===== src/rtl/sb_pkg.sv =====
// Shared types and helpers for the store buffer: entry layout, load/store
// funct3 encodings and the load required-byte mask.
package sb_pkg;

    localparam int SB_DATA_W = 32;
    // Widest word address an entry can hold; narrower addresses are zero-extended.
    localparam int SB_WA_MAX = 30;

    localparam logic [2:0] F3_B  = 3'b000;
    localparam logic [2:0] F3_H  = 3'b001;
    localparam logic [2:0] F3_W  = 3'b010;
    localparam logic [2:0] F3_BU = 3'b100;
    localparam logic [2:0] F3_HU = 3'b101;

    typedef struct packed {
        logic                 valid;
        logic [SB_WA_MAX-1:0] waddr;
        logic [SB_DATA_W-1:0] data;
        logic [3:0]           be;
    } sb_entry_t;

    // Byte lanes a load needs inside its word; unknown encodings read the full word.
    function automatic logic [3:0] sb_req_mask(input logic [2:0] funct3,
                                               input logic [1:0] addr_lo);
        case (funct3)
            F3_B, F3_BU: return 4'b0001 << addr_lo;
            F3_H, F3_HU: return addr_lo[1] ? 4'b1100 : 4'b0011;
            default:     return 4'b1111;
        endcase
    endfunction

endpackage


===== src/rtl/sb_store_align.sv =====
// Store alignment: turns a MEM-stage store into lane-positioned data and byte
// enables, and flags stores whose address does not fit their size.
module sb_store_align
    import sb_pkg::*;
(
    input  logic [2:0]           i_funct3,
    input  logic [1:0]           i_addr_lo,
    input  logic [SB_DATA_W-1:0] i_data,
    output logic [SB_DATA_W-1:0] o_lane_data,
    output logic [3:0]           o_be,
    output logic                 o_misalign
);

    // Replicate narrow stores across lanes so the enables alone pick the bytes.
    always_comb begin
        o_lane_data = i_data;
        o_be        = 4'b1111;
        o_misalign  = 1'b0;
        case (i_funct3)
            F3_B: begin
                o_lane_data = {4{i_data[7:0]}};
                o_be        = 4'b0001 << i_addr_lo;
            end
            F3_H: begin
                o_lane_data = {2{i_data[15:0]}};
                o_be        = i_addr_lo[1] ? 4'b1100 : 4'b0011;
                o_misalign  = i_addr_lo[0];
            end
            default: begin
                o_lane_data = i_data;
                o_be        = 4'b1111;
                o_misalign  = (i_addr_lo != 2'b00);
            end
        endcase
    end

endmodule


===== src/rtl/store_buffer.sv =====
// Store buffer between EX/MEM and data memory: FIFO of word-aligned entries,
// drained when the memory port is idle, with load forwarding / stall lookup.
// Optional build macro STORE_BUFFER_COALESCE_EN merges a store into the
// youngest entry when both target the same word.
module store_buffer
    import sb_pkg::*;
#(
    parameter int SB_DEPTH   = 4,
    parameter int DM_ADDRESS = 9,
    parameter int DATA_W     = 32
)(
    input  logic                      clk,
    input  logic                      rst_n,
    input  logic                      st_valid,
    output logic                      st_ready,
    input  logic [DM_ADDRESS-1:0]     st_addr,
    input  logic [DATA_W-1:0]         st_data,
    input  logic [2:0]                st_funct3,
    output logic                      st_misalign,
    input  logic                      ld_valid,
    input  logic [DM_ADDRESS-1:0]     ld_addr,
    input  logic [2:0]                ld_funct3,
    output logic                      ld_hit,
    output logic [DATA_W-1:0]         ld_fwd_data,
    output logic                      ld_stall,
    input  logic                      drain_ok,
    output logic                      mem_write,
    output logic [DM_ADDRESS-1:0]     mem_addr,
    output logic [DATA_W-1:0]         mem_wdata,
    output logic [3:0]                mem_be,
    output logic                      empty,
    output logic [$clog2(SB_DEPTH):0] count
);

    localparam int PTR_W = $clog2(SB_DEPTH);
    localparam int CNT_W = PTR_W + 1;
    localparam int WA_W  = DM_ADDRESS - 2;
    localparam logic [PTR_W-1:0] PTR_ONE = PTR_W'(1);
    localparam logic [CNT_W-1:0] CNT_ONE = CNT_W'(1);
    localparam logic [CNT_W-1:0] CNT_MAX = CNT_W'(SB_DEPTH);

    // Control state (reset) and entry payload (not reset; qualified by r_valid).
    logic [SB_DEPTH-1:0] r_valid;
    logic [PTR_W-1:0]    r_head;
    logic [PTR_W-1:0]    r_tail;
    logic [CNT_W-1:0]    r_count;
    logic                r_misalign;
    logic [WA_W-1:0]     r_waddr [SB_DEPTH];
    logic [DATA_W-1:0]   r_data  [SB_DEPTH];
    logic [3:0]          r_be    [SB_DEPTH];

    logic [DATA_W-1:0]   w_lane_data;
    logic [3:0]          w_be;
    logic                w_mis;
    logic [WA_W-1:0]     w_st_waddr;
    logic [WA_W-1:0]     w_ld_waddr;
    logic [PTR_W-1:0]    w_young;
    logic                w_empty;
    logic                w_full;
    logic                w_pop;
    logic                w_merge_ok;
    logic                w_merge;
    logic                w_push;
    sb_entry_t           w_ent [SB_DEPTH];
    logic [3:0]          w_req;
    logic                w_any;
    logic [PTR_W-1:0]    w_sel;
    logic [PTR_W-1:0]    w_idx;
    logic                w_cover;

    sb_store_align u_align (
        .i_funct3    (st_funct3),
        .i_addr_lo   (st_addr[1:0]),
        .i_data      (st_data),
        .o_lane_data (w_lane_data),
        .o_be        (w_be),
        .o_misalign  (w_mis)
    );

    assign w_st_waddr = st_addr[DM_ADDRESS-1:2];
    assign w_ld_waddr = ld_addr[DM_ADDRESS-1:2];
    assign w_young    = r_tail - PTR_ONE;
    assign w_empty    = (r_count == '0);
    assign w_full     = (r_count == CNT_MAX);
    // A load in MEM owns the memory port, so it blocks the drain.
    assign w_pop      = !w_empty && drain_ok && !ld_valid;

`ifdef STORE_BUFFER_COALESCE_EN
    // Merge into the youngest entry unless that entry is leaving this cycle.
    assign w_merge_ok = !w_empty && (r_waddr[w_young] == w_st_waddr) &&
                        !((w_young == r_head) && w_pop);
`else
    assign w_merge_ok = 1'b0;
`endif

    // A merge needs no free slot, so it may proceed while full.
    assign w_merge = st_valid && !w_mis && w_merge_ok;
    assign w_push  = st_valid && !w_mis && !w_merge && !w_full;

    // Pointer, occupancy and misalign-pulse tracking.
    always_ff @(posedge clk or negedge rst_n) begin
        if (!rst_n) begin
            r_valid    <= '0;
            r_head     <= '0;
            r_tail     <= '0;
            r_count    <= '0;
            r_misalign <= 1'b0;
        end else begin
            r_misalign <= st_valid && w_mis;
            if (w_pop) begin
                r_valid[r_head] <= 1'b0;
                r_head          <= r_head + PTR_ONE;
            end
            if (w_push) begin
                r_valid[r_tail] <= 1'b1;
                r_tail          <= r_tail + PTR_ONE;
            end
            case ({w_push, w_pop})
                2'b10:   r_count <= r_count + CNT_ONE;
                2'b01:   r_count <= r_count - CNT_ONE;
                default: r_count <= r_count;
            endcase
        end
    end

    // Entry payload write: allocate at tail, or merge bytes into the youngest entry.
    always_ff @(posedge clk) begin
        if (w_push) begin
            r_waddr[r_tail] <= w_st_waddr;
            r_data[r_tail]  <= w_lane_data;
            r_be[r_tail]    <= w_be;
        end else if (w_merge) begin
            for (int b = 0; b < 4; b++) begin
                if (w_be[b]) begin
                    r_data[w_young][8*b +: 8] <= w_lane_data[8*b +: 8];
                end
            end
            r_be[w_young] <= r_be[w_young] | w_be;
        end
    end

    // Entry view used by the lookup.
    always_comb begin
        for (int i = 0; i < SB_DEPTH; i++) begin
            w_ent[i].valid = r_valid[i];
            w_ent[i].waddr = SB_WA_MAX'(r_waddr[i]);
            w_ent[i].data  = r_data[i];
            w_ent[i].be    = r_be[i];
        end
    end

    // Load lookup: walk oldest to youngest so the last match is the youngest.
    always_comb begin
        w_req   = sb_req_mask(ld_funct3, ld_addr[1:0]);
        w_any   = 1'b0;
        w_sel   = '0;
        w_idx   = '0;
        for (int k = 0; k < SB_DEPTH; k++) begin
            w_idx = r_head + PTR_W'(k);
            if (w_ent[w_idx].valid &&
                (w_ent[w_idx].waddr == SB_WA_MAX'(w_ld_waddr))) begin
                w_any = 1'b1;
                w_sel = w_idx;
            end
        end
        w_cover = w_any && ((w_ent[w_sel].be & w_req) == w_req);
    end

    // Forwarded word keeps only the lanes the matching entry actually holds.
    always_comb begin
        ld_hit      = ld_valid && w_cover;
        ld_stall    = ld_valid && w_any && !w_cover;
        ld_fwd_data = '0;
        if (ld_hit) begin
            for (int b = 0; b < 4; b++) begin
                ld_fwd_data[8*b +: 8] = w_ent[w_sel].be[b] ? w_ent[w_sel].data[8*b +: 8] : 8'h00;
            end
        end
    end

    // Memory write port driven from the head entry, zero when nothing is pending.
    always_comb begin
        mem_write = w_pop;
        mem_addr  = '0;
        mem_wdata = '0;
        mem_be    = '0;
        if (!w_empty) begin
            mem_addr  = {r_waddr[r_head], 2'b00};
            mem_wdata = r_data[r_head];
            mem_be    = r_be[r_head];
        end
    end

    assign st_ready    = !w_full;
    assign st_misalign = r_misalign;
    assign empty       = w_empty;
    assign count       = r_count;

endmodule


===== config.mk =====
export PLATFORM = sky130hd
export DESIGN_NAME = store_buffer
export DESIGN_NICKNAME = d
export VERILOG_FILES = /design/src/rtl/sb_pkg.sv /design/src/rtl/sb_store_align.sv /design/src/rtl/store_buffer.sv
export SDC_FILE = /design/constraint.sdc
export NUM_CORES = 1
export LEC_CHECK = 0
export BUFFER_PORTS_ARGS = -buffer_cell sky130_fd_sc_hd__clkbuf_2
export CAP_MARGIN = 20
export CELL_PAD_IN_SITES_DETAIL_PLACEMENT = 1
export CELL_PAD_IN_SITES_GLOBAL_PLACEMENT = 1
export CORE_ASPECT_RATIO = 0.8
export CORE_UTILIZATION = 47
export DETAILED_ROUTE_END_ITERATION = 8
export GPL_ROUTABILITY_DRIVEN = 0
export PLACE_DENSITY_LB_ADDON = 0.1
export RECOVER_POWER = 100
export SYNTH_ARGS = -nofsm -noshare
export SYNTH_HDL_FRONTEND = slang
export SYNTH_SLANG_ARGS = --single-unit

===== constraint.sdc =====
create_clock -name clk -period 8.4 [get_ports clk]
set_input_delay 2.1 -clock clk [delete_from_list [all_inputs] [get_ports clk]]
set_output_delay 2.1 -clock clk [all_outputs]
set_load 0.05 [all_outputs]

# Word-level counts from Yosys, hierarchy flattened
# Memory sizes are Yosys's and may differ from the RTL's.
# Index checks and enable logic that the tools add are counted.
# W data, S select, Z words.
dict set report classes {
  add_sub_neg 6
  multipliers 0
  div 0
  n_lt_le_gt_ge 9
  eq_ne 12
  shifts 2
  n_mux 46
  bitwise 9
  reduce_logical 27
}
# cell count
set op_table {}
lappend op_table {{$bmux W67 S2} 5}
lappend op_table {{$mux W67} 8}
lappend op_table {{$eq A30 B7 Y1} 4}
lappend op_table {{$mux W36} 2}
lappend op_table {{$mux W32} 2}
lappend op_table {{$pmux W32 S2} 1}
lappend op_table {{$mux W8} 4}
lappend op_table {{$mux W4} 5}
lappend op_table {{$pmux W4 S2} 2}
lappend op_table {{$ge A3 B3 Y1 const B} 5}
lappend op_table {{$logic_and A1 B1 Y1} 15}
lappend op_table {{$not A2 Y3} 5}
lappend op_table {{$eq A3 B3 Y1 const B} 3}
lappend op_table {{$logic_not A3 Y1} 3}
lappend op_table {{$mux W9} 1}
lappend op_table {{$and A4 B4 Y4} 2}
lappend op_table {{$mux W1} 8}
lappend op_table {{$mux W2} 4}
lappend op_table {{$shl A1 B2 Y4 const A} 2}
lappend op_table {{$eq A3 B1 Y1 const B} 2}
lappend op_table {{$lt A2 B3 Y1 const B} 2}
lappend op_table {{$pmux W3 S2} 1}
lappend op_table {{$logic_not A1 Y1} 5}
lappend op_table {{$add A2 B1 Y2 const B} 2}
lappend op_table {{13 further kinds} 18}
dict set report word_totals {
  regBits 12
  latch_bits 0
  ram_bits 172
  rom_bits 0
  out_inout_bits 86
  wordCells 119
  mem_count 3
}
# name words word_bits rd rd_clocked_by_memory_dff wr line_no
set memory_table {}
lappend memory_table {r_data 4 32 5 0 1 store_buffer.sv:49} ;# logic [DATA_W-1:0] r_data [SB_DEPTH];
lappend memory_table {r_waddr 4 7 5 0 1 store_buffer.sv:48} ;# logic [WA_W-1:0] r_waddr [SB_DEPTH];
lappend memory_table {r_be 4 4 5 0 1 store_buffer.sv:50} ;# logic [3:0] r_be [SB_DEPTH];

# Depth between registers and ports, before layout
# Gate-level depths: netlist of the first run.
dict set report depth {
  word_depth 19
  mapped_depth 20
  depth_no_buf 12
}

# Hierarchy
# A second synthesis of the first run with hierarchy kept.
dict set report unflattened {
  cells_unflattened 801
  hier_area_um2 10944.2
}
# mod n_inst cells_each area_per_inst_um2 seq_area_each_um2
set modules_own_cells {}
lappend modules_own_cells {store_buffer 1 735 10420.0 5465.2}
lappend modules_own_cells {sb_store_align 1 66 524.3 0.0}

# Worst setup path before layout of the first run
# OpenSTA, ideal clock, no wires.
dict set report synth_timing {
  kind {input -> output}
  startpoint {in ld_addr[4]}
  endpoint {out ld_fwd_data[10]}
  t_arrival_ps 7105
  setup_slack_ps -805
  cell_stages 12
  path_buffers 2
  cell_sequence {buf_1 > nand2b_1 > a32oi_1 > o32ai_1 > o2111ai_1 > and4b_1 > buf_2 > o21ai_2 > a2bb2oi_1 > a32oi_2 > a2111o_2 > a2111oi_0}
}
dict set report synth_between {
  elab_chain_len 15
}
# element line_no
set synth_rtl {}
lappend synth_rtl {{start, declared} store_buffer.sv:21} ;# input logic [DM_ADDRESS-1:0] ld_addr,
lappend synth_rtl {{$eq A30 B7 Y1} store_buffer.sv:161} ;# (w_ent[w_idx].waddr == SB_WA_MAX'(w_ld_waddr))) begin
lappend synth_rtl {{$logic_and A1 B1 Y1} store_buffer.sv:160} ;# if (w_ent[w_idx].valid &&
lappend synth_rtl {{$mux W2 (4 in series)} store_buffer.sv:160}
lappend synth_rtl {{$not A2 Y3 (implied by the code)} {store_buffer.sv:166, store_buffer.sv:176}}
lappend synth_rtl {{$bmux W67 S2} {store_buffer.sv:166, store_buffer.sv:176}}
lappend synth_rtl {{$mux W36} -}
lappend synth_rtl {{$mux W36 (implied by the code)} store_buffer.sv:176} ;# ld_fwd_data[8*b +: 8] = w_ent[w_sel].be[b] ? w_ent[w_sel].data[8*b +: 8] : 8'h00;
lappend synth_rtl {{$and A4 B4 Y4} store_buffer.sv:166} ;# w_cover = w_any && ((w_ent[w_sel].be & w_req) == w_req);
lappend synth_rtl {{$eq A4 B4 Y1} store_buffer.sv:166}
lappend synth_rtl {{$logic_and A1 B1 Y1} store_buffer.sv:166}
lappend synth_rtl {{$logic_and A1 B1 Y1} store_buffer.sv:171} ;# ld_hit = ld_valid && w_cover;
lappend synth_rtl {{$mux W32 *} store_buffer.sv:174} ;# if (ld_hit) begin
lappend synth_rtl {{end, declared} store_buffer.sv:24} ;# output logic [DATA_W-1:0] ld_fwd_data,
# Mark *: on every way between the ends. The rest lies on a longest branch, timed or not. The select of a mux whose other input is x is not followed.

# Worst setup path after layout of the first run
dict set report layout_timing {
  startpoint {in ld_addr[4]}
  endpoint {out ld_fwd_data[13]}
}
# Same word-level chain as after synthesis.

==> results of run 1 <==
through the flow:
step / setup TNS, ns / hold slack (ns) / worst slack [ns] / cells / instance area [um^2]
after floorplan: -0.382 / 0.457 / -0.127 / 849 / 10800
after global placement: 0 / 0.515 / 0.247 / 1269 / 12300
after detailed placement: 0 / 0.556 / 0.209 / 1270 / 12400
after CTS: 0 / 0.568 / 0.199 / 1302 / 13000
after global routing: 0 / 0.595 / 0.0645 / 1303 / 12800
final: 0 / 0.559 / 0.300 / 1303 / 12800
cell type report:
cell class / count / area, um^2
inverters: 17 / 63.8
flip-flops and latches: 184 / 5470
repair buffers: 182 / 1430
well taps: 306 / 383
diodes: 1 / 2.50
multi-input cells: 581 / 4840
clock inverters: 13 / 146
fillers: 2272 / 9650
clock buffers: 19 / 454
path summary, 6_finish.rpt:
kind,from,end,cells past startpoint
worst max register to register,count[0]$_DFFE_PN0P_,r_data[2][18]$_DFFE_PP_,5
worst max-delay path,ld_addr[4],ld_fwd_data[13],14
worst min-delay path,count[2]$_DFFE_PN0P_,count[2]$_DFFE_PN0P_,1
worst min register to register,count[2]$_DFFE_PN0P_,count[2]$_DFFE_PN0P_,1
min in group asynchronous,rst_n,count[1]$_DFFE_PN0P_,1
max in group asynchronous,rst_n,r_head[0]$_DFFE_PN0P_,1
logic make-up after synthesis:
| kind of cell | share of synthesized area |
|---|---|
| AOI/OAI and AO/OA | 0.109 |
| xor gates and xnor gates | 0.0269 |
| adders and majority gates | 0.0124 |
| buffers and inverters | 0.0361 |
| DFF | 0.509 |
| muxes | 0.165 |
| other | 0.000349 |
| and+or+nand+nor | 0.141 |
report_power, final:
group	switching, mW	total, mW	internal [mW]
Sequential	0.0698	1.19	1.12
Combinational	1.49	2.13	0.647
Clock	0.400	0.818	0.418
Total	1.96	4.14	2.18
repair_timing:
item                                    4_1_cts  5_1_grt
endpoints found under the setup margin        0       18
setup buffers                                 0        0
resized for setup                             0        1
flip-flops by register name, indices dropped and copies added (netlist names):
name         count
r_data         128
count            3
r_waddr         28
r_valid          4
r_be            16
r_head           2
st_misalign      1
r_tail           2
critical path: cells and delay by family:
| kind | cells | cell delay (ns) |
|---|---|---|
| AOI/OAI and AO/OA | 8 | 2.50 |
| buffers and inverters | 4 | 0.83 |
| and+or+nand+nor | 2 | 0.55 |
placed cells by master (no fill, tap or decap), types with 8 or more instances in the layout:
cell type,instances
sky130_fd_sc_hd__nand2_1,71
sky130_fd_sc_hd__a31oi_1,9
sky130_fd_sc_hd__o21ai_0,21
sky130_fd_sc_hd__inv_1,16
sky130_fd_sc_hd__and2_1,9
sky130_fd_sc_hd__nor4_1,17
sky130_fd_sc_hd__buf_12,34
sky130_fd_sc_hd__a311o_1,8
sky130_fd_sc_hd__and3_1,25
sky130_fd_sc_hd__nor4_2,12
sky130_fd_sc_hd__nand3_1,17
sky130_fd_sc_hd__a211oi_1,31
sky130_fd_sc_hd__mux2_2,11
sky130_fd_sc_hd__edfxtp_1,172
sky130_fd_sc_hd__ha_1,9
sky130_fd_sc_hd__clkbuf_16,18
sky130_fd_sc_hd__xor2_1,10
sky130_fd_sc_hd__dfrtp_1,10
sky130_fd_sc_hd__a21oi_1,23
sky130_fd_sc_hd__mux4_2,43
sky130_fd_sc_hd__nor2b_1,41
sky130_fd_sc_hd__clkbuf_1,74
sky130_fd_sc_hd__buf_4,30
sky130_fd_sc_hd__nor2_1,31
sky130_fd_sc_hd__clkbuf_2,44
sky130_fd_sc_hd__xnor2_1,23
sky130_fd_sc_hd__mux2i_1,47
sky130_fd_sc_hd__mux2_1,18
sky130_fd_sc_hd__a31o_2,8
metal layers:
metal	wire length (um)	part of all wire	GRT usage	up-vias
met1	15100	0.44	0.420	4338
met3	2250	0.065	0.0567	42
li1	-	-	-	3577
met5	0	0	0	-
met4	607	0.018	0.100	0
met2	16400	0.48	0.476	334
==> reports/qor.txt, run 1 <==
Count of hold-fix buffers inserted at cts: 0
Starting density of the core: 0.478
Clk Latency, worst-skew pair: 0.45 ns
Final core utilization: 0.570
Worst slew margin relative to its limit: -0.866
Overall die area: 23400 um^2
RSZ-0062 raised after global routing: no
Class of the worst hold path: reg -> reg
Total power of the final layout: 4.14 mW
Num ports: 147
Required time reported for the critical path endpoint: 6.30 ns
Ratio of cells with drive above 1 in the final layout: 0.233
Ordered list of cells on the worst path: clkbuf_2 > nand2b_1 > a32oi_1 > o32ai_1 > o2111ai_1 > and4b_1 > o21ai_1 > o221ai_1 > a211oi_1 > buf_4 > o2bb2ai_1 > buf_4 > a2111oi_0 > buf_12
Top cells by area, synth: sky130_fd_sc_hd__edfxtp_1, sky130_fd_sc_hd__mux4_2, sky130_fd_sc_hd__mux2i_1, sky130_fd_sc_hd__mux2_2, sky130_fd_sc_hd__dfrtp_1
Cell seen most often among critical-path stages: sky130_fd_sc_hd__buf_4
Final worst path period share: 0.964
Vias in the first global route: 8542
Number of buffers inserted during clock tree synthesis: 17
Cell area after synthesis: 10700 um^2
Remaining global-route overflow: 0
Number of core rows: 49
Number of antenna violations at the first check in global routing: 1
Max FO, Critical Path: 9
Worst IR drop on VDD: 0.273 mV
Average footprint of a synthesized cell: 12.7 um^2
Detailed placer's ending HPWL: 23100 um
Total wire length: 34300 um
Clock input transition at the sequential cells of the worst setup and hold paths: 0.08 ns
Global-route wire length before repair: 51000 um
WS Path Type: in -> out
Number of design rule violations left after detail routing: 0
Slowest-stage cell, CP: sky130_fd_sc_hd__a2111oi_0
Fraction of registers with async set or reset after synthesis: 0.0652
Vias per cell: 6.36
Antenna-violating nets left: 0
Final-report setup violation count: 0
Ys flop type: sky130_fd_sc_hd__edfxtp_1
Skew final: 0.0149 ns
Maximum clock path buffer count: 2
Count of unique library cells instantiated by Yosys: 71
Setup crit end kind: primary output
Die X-Extent: 171 um
Signed area change from the synthesized netlist to the final layout: 19.1%
Slowest Stage Delay on Critical Path: 0.68 ns
Net total in the final layout: 1054
Number of warning messages in the yosys log: 0
Failing checks: capacitance limit, slew limit
Placeable core region: 22400 um^2
Fmax: 0.123 GHz
Post-DR wirelength/cell: 26.3 um
Synth Register Bits: 184
Post-synth top area cell: sky130_fd_sc_hd__edfxtp_1
Number of violations reported at the end of detailed-routing iteration 0: 757
Commonest cells post-synth: sky130_fd_sc_hd__edfxtp_1, sky130_fd_sc_hd__nand2_1, sky130_fd_sc_hd__mux2i_1
Cell count after synthesis: 848
Run status: finished with violations
Signal arrival time at the worst endpoint: 6.00 ns
Iteration count of the initial detailed-routing pass: 5
Max_cap viols: 5
Most frequent cell after synthesis: sky130_fd_sc_hd__edfxtp_1
Clk Tree Root Cell: sky130_fd_sc_hd__clkbuf_16
CTS tree: done
Largest net degree at the start of global routing: 54
Total routing usage reported by global routing: 0.302
Worst reg2reg setup slack: 4.15 ns
Clock sink count: 184
CTS H-Tree Depth: 4
Startpoint kind of the worst setup timing path: input port
Count of buffers from port buffering: 143
Transition time of the tightest slew-check pin: 2.80 ns
Max-slew violation count: 178
Count of final hold-check violations: 0
Leakage dissipation: 4.50 nW
Power density over cell area: 324 nW/um^2
Chip height: 137 um
Total number of vias: 8291
Sequential element share of the synthesized area: 0.509
Top-area cell type share of the netlist area: 0.481
Number of enable-type register cells in the synthesized netlist: 172
Final critical path time including I/O delays and setup: 8.10 ns
(Power assumes the default switching activity.)
==> run 2: changes to the inputs <==
Settings changed: GPL_TIMING_DRIVEN set to 0.
==> reports/qor.txt, run 2 (same netlist as run 1, synthesis figures left out) <==
Skew final: 0.0102 ns (-0.00464 ns)
Slowest Stage Delay on Critical Path: 0.61 ns (-0.07 ns)
Chip height: 137 um (unchanged)
Final worst path period share: 0.980 (+0.0153)
Max_cap viols: 5 (unchanged)
Max FO, Critical Path: 11 (+2)
Met1 track demand over resource in global routing: 0.464 (+0.0439)
Remaining global-route overflow: 0 (unchanged)
Flip-flop count of the largest register after layout: 128 (unchanged)
Cell type group with the largest total delay on the critical path: buffers and inverters
Count of final hold-check violations: 0 (unchanged)
Final critical path time including I/O delays and setup: 8.23 ns (+0.129 ns)
Final core utilization: 0.558 (-0.0120)
WS Path Type: reg -> out
Most common cell after layout, fill and taps aside: sky130_fd_sc_hd__edfxtp_1
Final-report setup violation count: 0 (unchanged)
Clk Tree Root Cell: sky130_fd_sc_hd__clkbuf_16
Vias in the first global route: 8396 (-1.7%)
Run status: finished with violations
Path depth of the worst reg2reg path: 7 (+2)
Global-route wire length before repair: 52700 um (+3.3%)
Die X-Extent: 171 um (unchanged)
Placed Instance Area: 12000 um^2 (-3.2%)
Net total in the final layout: 1088 (+3.2%)
Cell seen most often among critical-path stages: sky130_fd_sc_hd__buf_6
Number of buffers inserted during clock tree synthesis: 17 (unchanged)
Vias per cell: 6.36 (about the same)
Iteration count of the initial detailed-routing pass: 5 (unchanged)
Startpoint kind of the worst setup timing path: register
Fmax: 0.122 GHz (-1.6%)
Registers with the most flip-flops: r_data (128), r_waddr (28), r_be (16)
Setup crit end kind: primary output
Leakage dissipation: 4.42 nW (-1.8%)
Post-Layout Inst Area: 12500 um^2 (-2.1%)
Ratio of cells with drive above 1 in the final layout: 0.239 (+0.00590)
Largest net degree at the start of global routing: 28 (-48%)
Post-DR wirelength/cell: 26.7 um (+1.4%)
Most used routing layer in global routing: met2
Count of buffers from port buffering: 137 (-4.2%)
Overall die area: 23400 um^2 (unchanged)
Antenna-violating nets left: 0 (unchanged)
Worst IR drop on VDD: 0.264 mV (-3.1%)
Clock input transition at the sequential cells of the worst setup and hold paths: 0.07 ns (about the same)
Total number of vias: 8498 (+2.5%)
Starting density of the core: 0.478 (unchanged)
CTS tree: done
Class of the worst hold path: reg -> reg
CTS H-Tree Depth: 4 (unchanged)
Antenna fix cells: 0 (-1)
Largest register by flop count: r_data
Signal arrival time at the worst endpoint: 6.13 ns (+0.13 ns)
Clk Latency, worst-skew pair: 0.44 ns (about the same)
Detailed placer's ending HPWL: 25500 um (+11%)
Num ports: 147 (unchanged)
Sum Neg Setup Slack: 0 ns (unchanged)
Transition time of the tightest slew-check pin: 2.26 ns (-0.536 ns)
Filler cell count in the final layout: 2414 (+6.3%)
Signed area change from the synthesized netlist to the final layout: 16.6%
Number of core rows: 49 (unchanged)
Power density over cell area: 341 nW/um^2 (+5.3%)
Slowest-stage cell, CP: sky130_fd_sc_hd__a2111o_2
Max-slew violation count: 122 (-31%)
Placeable core region: 22400 um^2 (unchanged)
Worst slew margin relative to its limit: -0.509 (+0.357)
Met3 track demand over resource: 0.0552 (-0.00145)
Clock sink count: 184 (unchanged)
Post-Route Hold Slack: 0.541 ns (-0.0180 ns)
Number of buffers and inverters on the critical path: 9 (+5)
Required time reported for the critical path endpoint: 6.30 ns (about the same)
Ordered list of cells on the worst path: buf_6 > buf_6 > buf_6 > inv_2 > clkbuf_2 > ha_4 > mux4_2 > xor2_1 > nor2_1 > o2111ai_1 > buf_4 > a21o_1 > a211oi_1 > o311a_1 > a32oi_4 > a2111o_2 > clkbuf_1 > buf_6 > nor4_2 > buf_2
Number of antenna violations at the first check in global routing: 0 (-1)
Failing checks: capacitance limit, slew limit
RSZ-0062 raised after global routing: no
Number of violations reported at the end of detailed-routing iteration 0: 887 (+17%)
Stages on the worst setup path: 20 (+6)
Global-route met2 utilization: 0.476 (unchanged)
Number of design rule violations left after detail routing: 0 (unchanged)
Maximum clock path buffer count: 2 (unchanged)
Total routing usage reported by global routing: 0.313 (+0.0115)
Commonest non-fill, non-tap cells in the layout: sky130_fd_sc_hd__edfxtp_1, sky130_fd_sc_hd__clkbuf_1, sky130_fd_sc_hd__clkbuf_2
Hold Path Depth: 1 (unchanged)
Total wire length: 35700 um (+3.9%)
[run 2: timing repair]
action / CTS / global route
gates resized for setup: 21 / 16
gates cloned: 0 / 0
pin swaps: 2 / 2
setup endpoints to repair: 34 / 33
hold buffers: 0 / 0
setup buffers: 2 / 1
[run 2: final timing paths]
check                                          to  slack [ns]                   from
max                                ld_fwd_data[6]        0.17  r_head[0]$_DFFE_PN0P_
min reg2reg                  count[0]$_DFFE_PN0P_        0.54   count[0]$_DFFE_PN0P_
max in group asynchronous   r_head[0]$_DFFE_PN0P_        6.20                  rst_n
min                          count[0]$_DFFE_PN0P_        0.54   count[0]$_DFFE_PN0P_
max reg2reg                r_data[1][1]$_DFFE_PP_        4.01   count[0]$_DFFE_PN0P_
min in group asynchronous    r_valid[0]$_DFF_PN0_        1.69                  rst_n
[run 2: layout make-up]
type	count	area, um^2	share of cell area
sequential	184	5470	0.437
multi-input combinational	581	4970	0.397
timing repair buffer	150	697	0.0557
clock buffer	17	425	0.0340
tap	306	383	0.0306
buffer	66	329	0.0263
clock inverter	15	184	0.0147
inverter	17	63.8	0.00510
[run 2: stage by stage]
| stage | instances | setup WS, ns | total power [mW] |
|---|---|---|---|
| finish | 1336 | 0.171 | 4.27 |
| global route | 1336 | 0.0271 | 4.43 |
| CTS | 1333 | 0.00197 | 4.29 |
| detailed placement | 1300 | -0.222 | 3.42 |
| global placement | 1292 | -0.167 | 3.36 |
| floorplan | 849 | -0.127 | 2.80 |
[run 2: report_power, final]
part | total [mW] | internal [mW] | switching (mW)
clock network | 0.842 | 0.453 | 0.389
registers | 1.19 | 1.12 | 0.0722
logic | 2.24 | 0.680 | 1.56
total | 4.27 | 2.25 | 2.02
[run 2: metal layers]
layer	vias up	part of all wire	wire length, um
met1	4374	0.45	15900
met5	-	0	0
met2	439	0.45	16200
met3	48	0.083	2950
li1	3637	-	-
met4	0	0.016	588
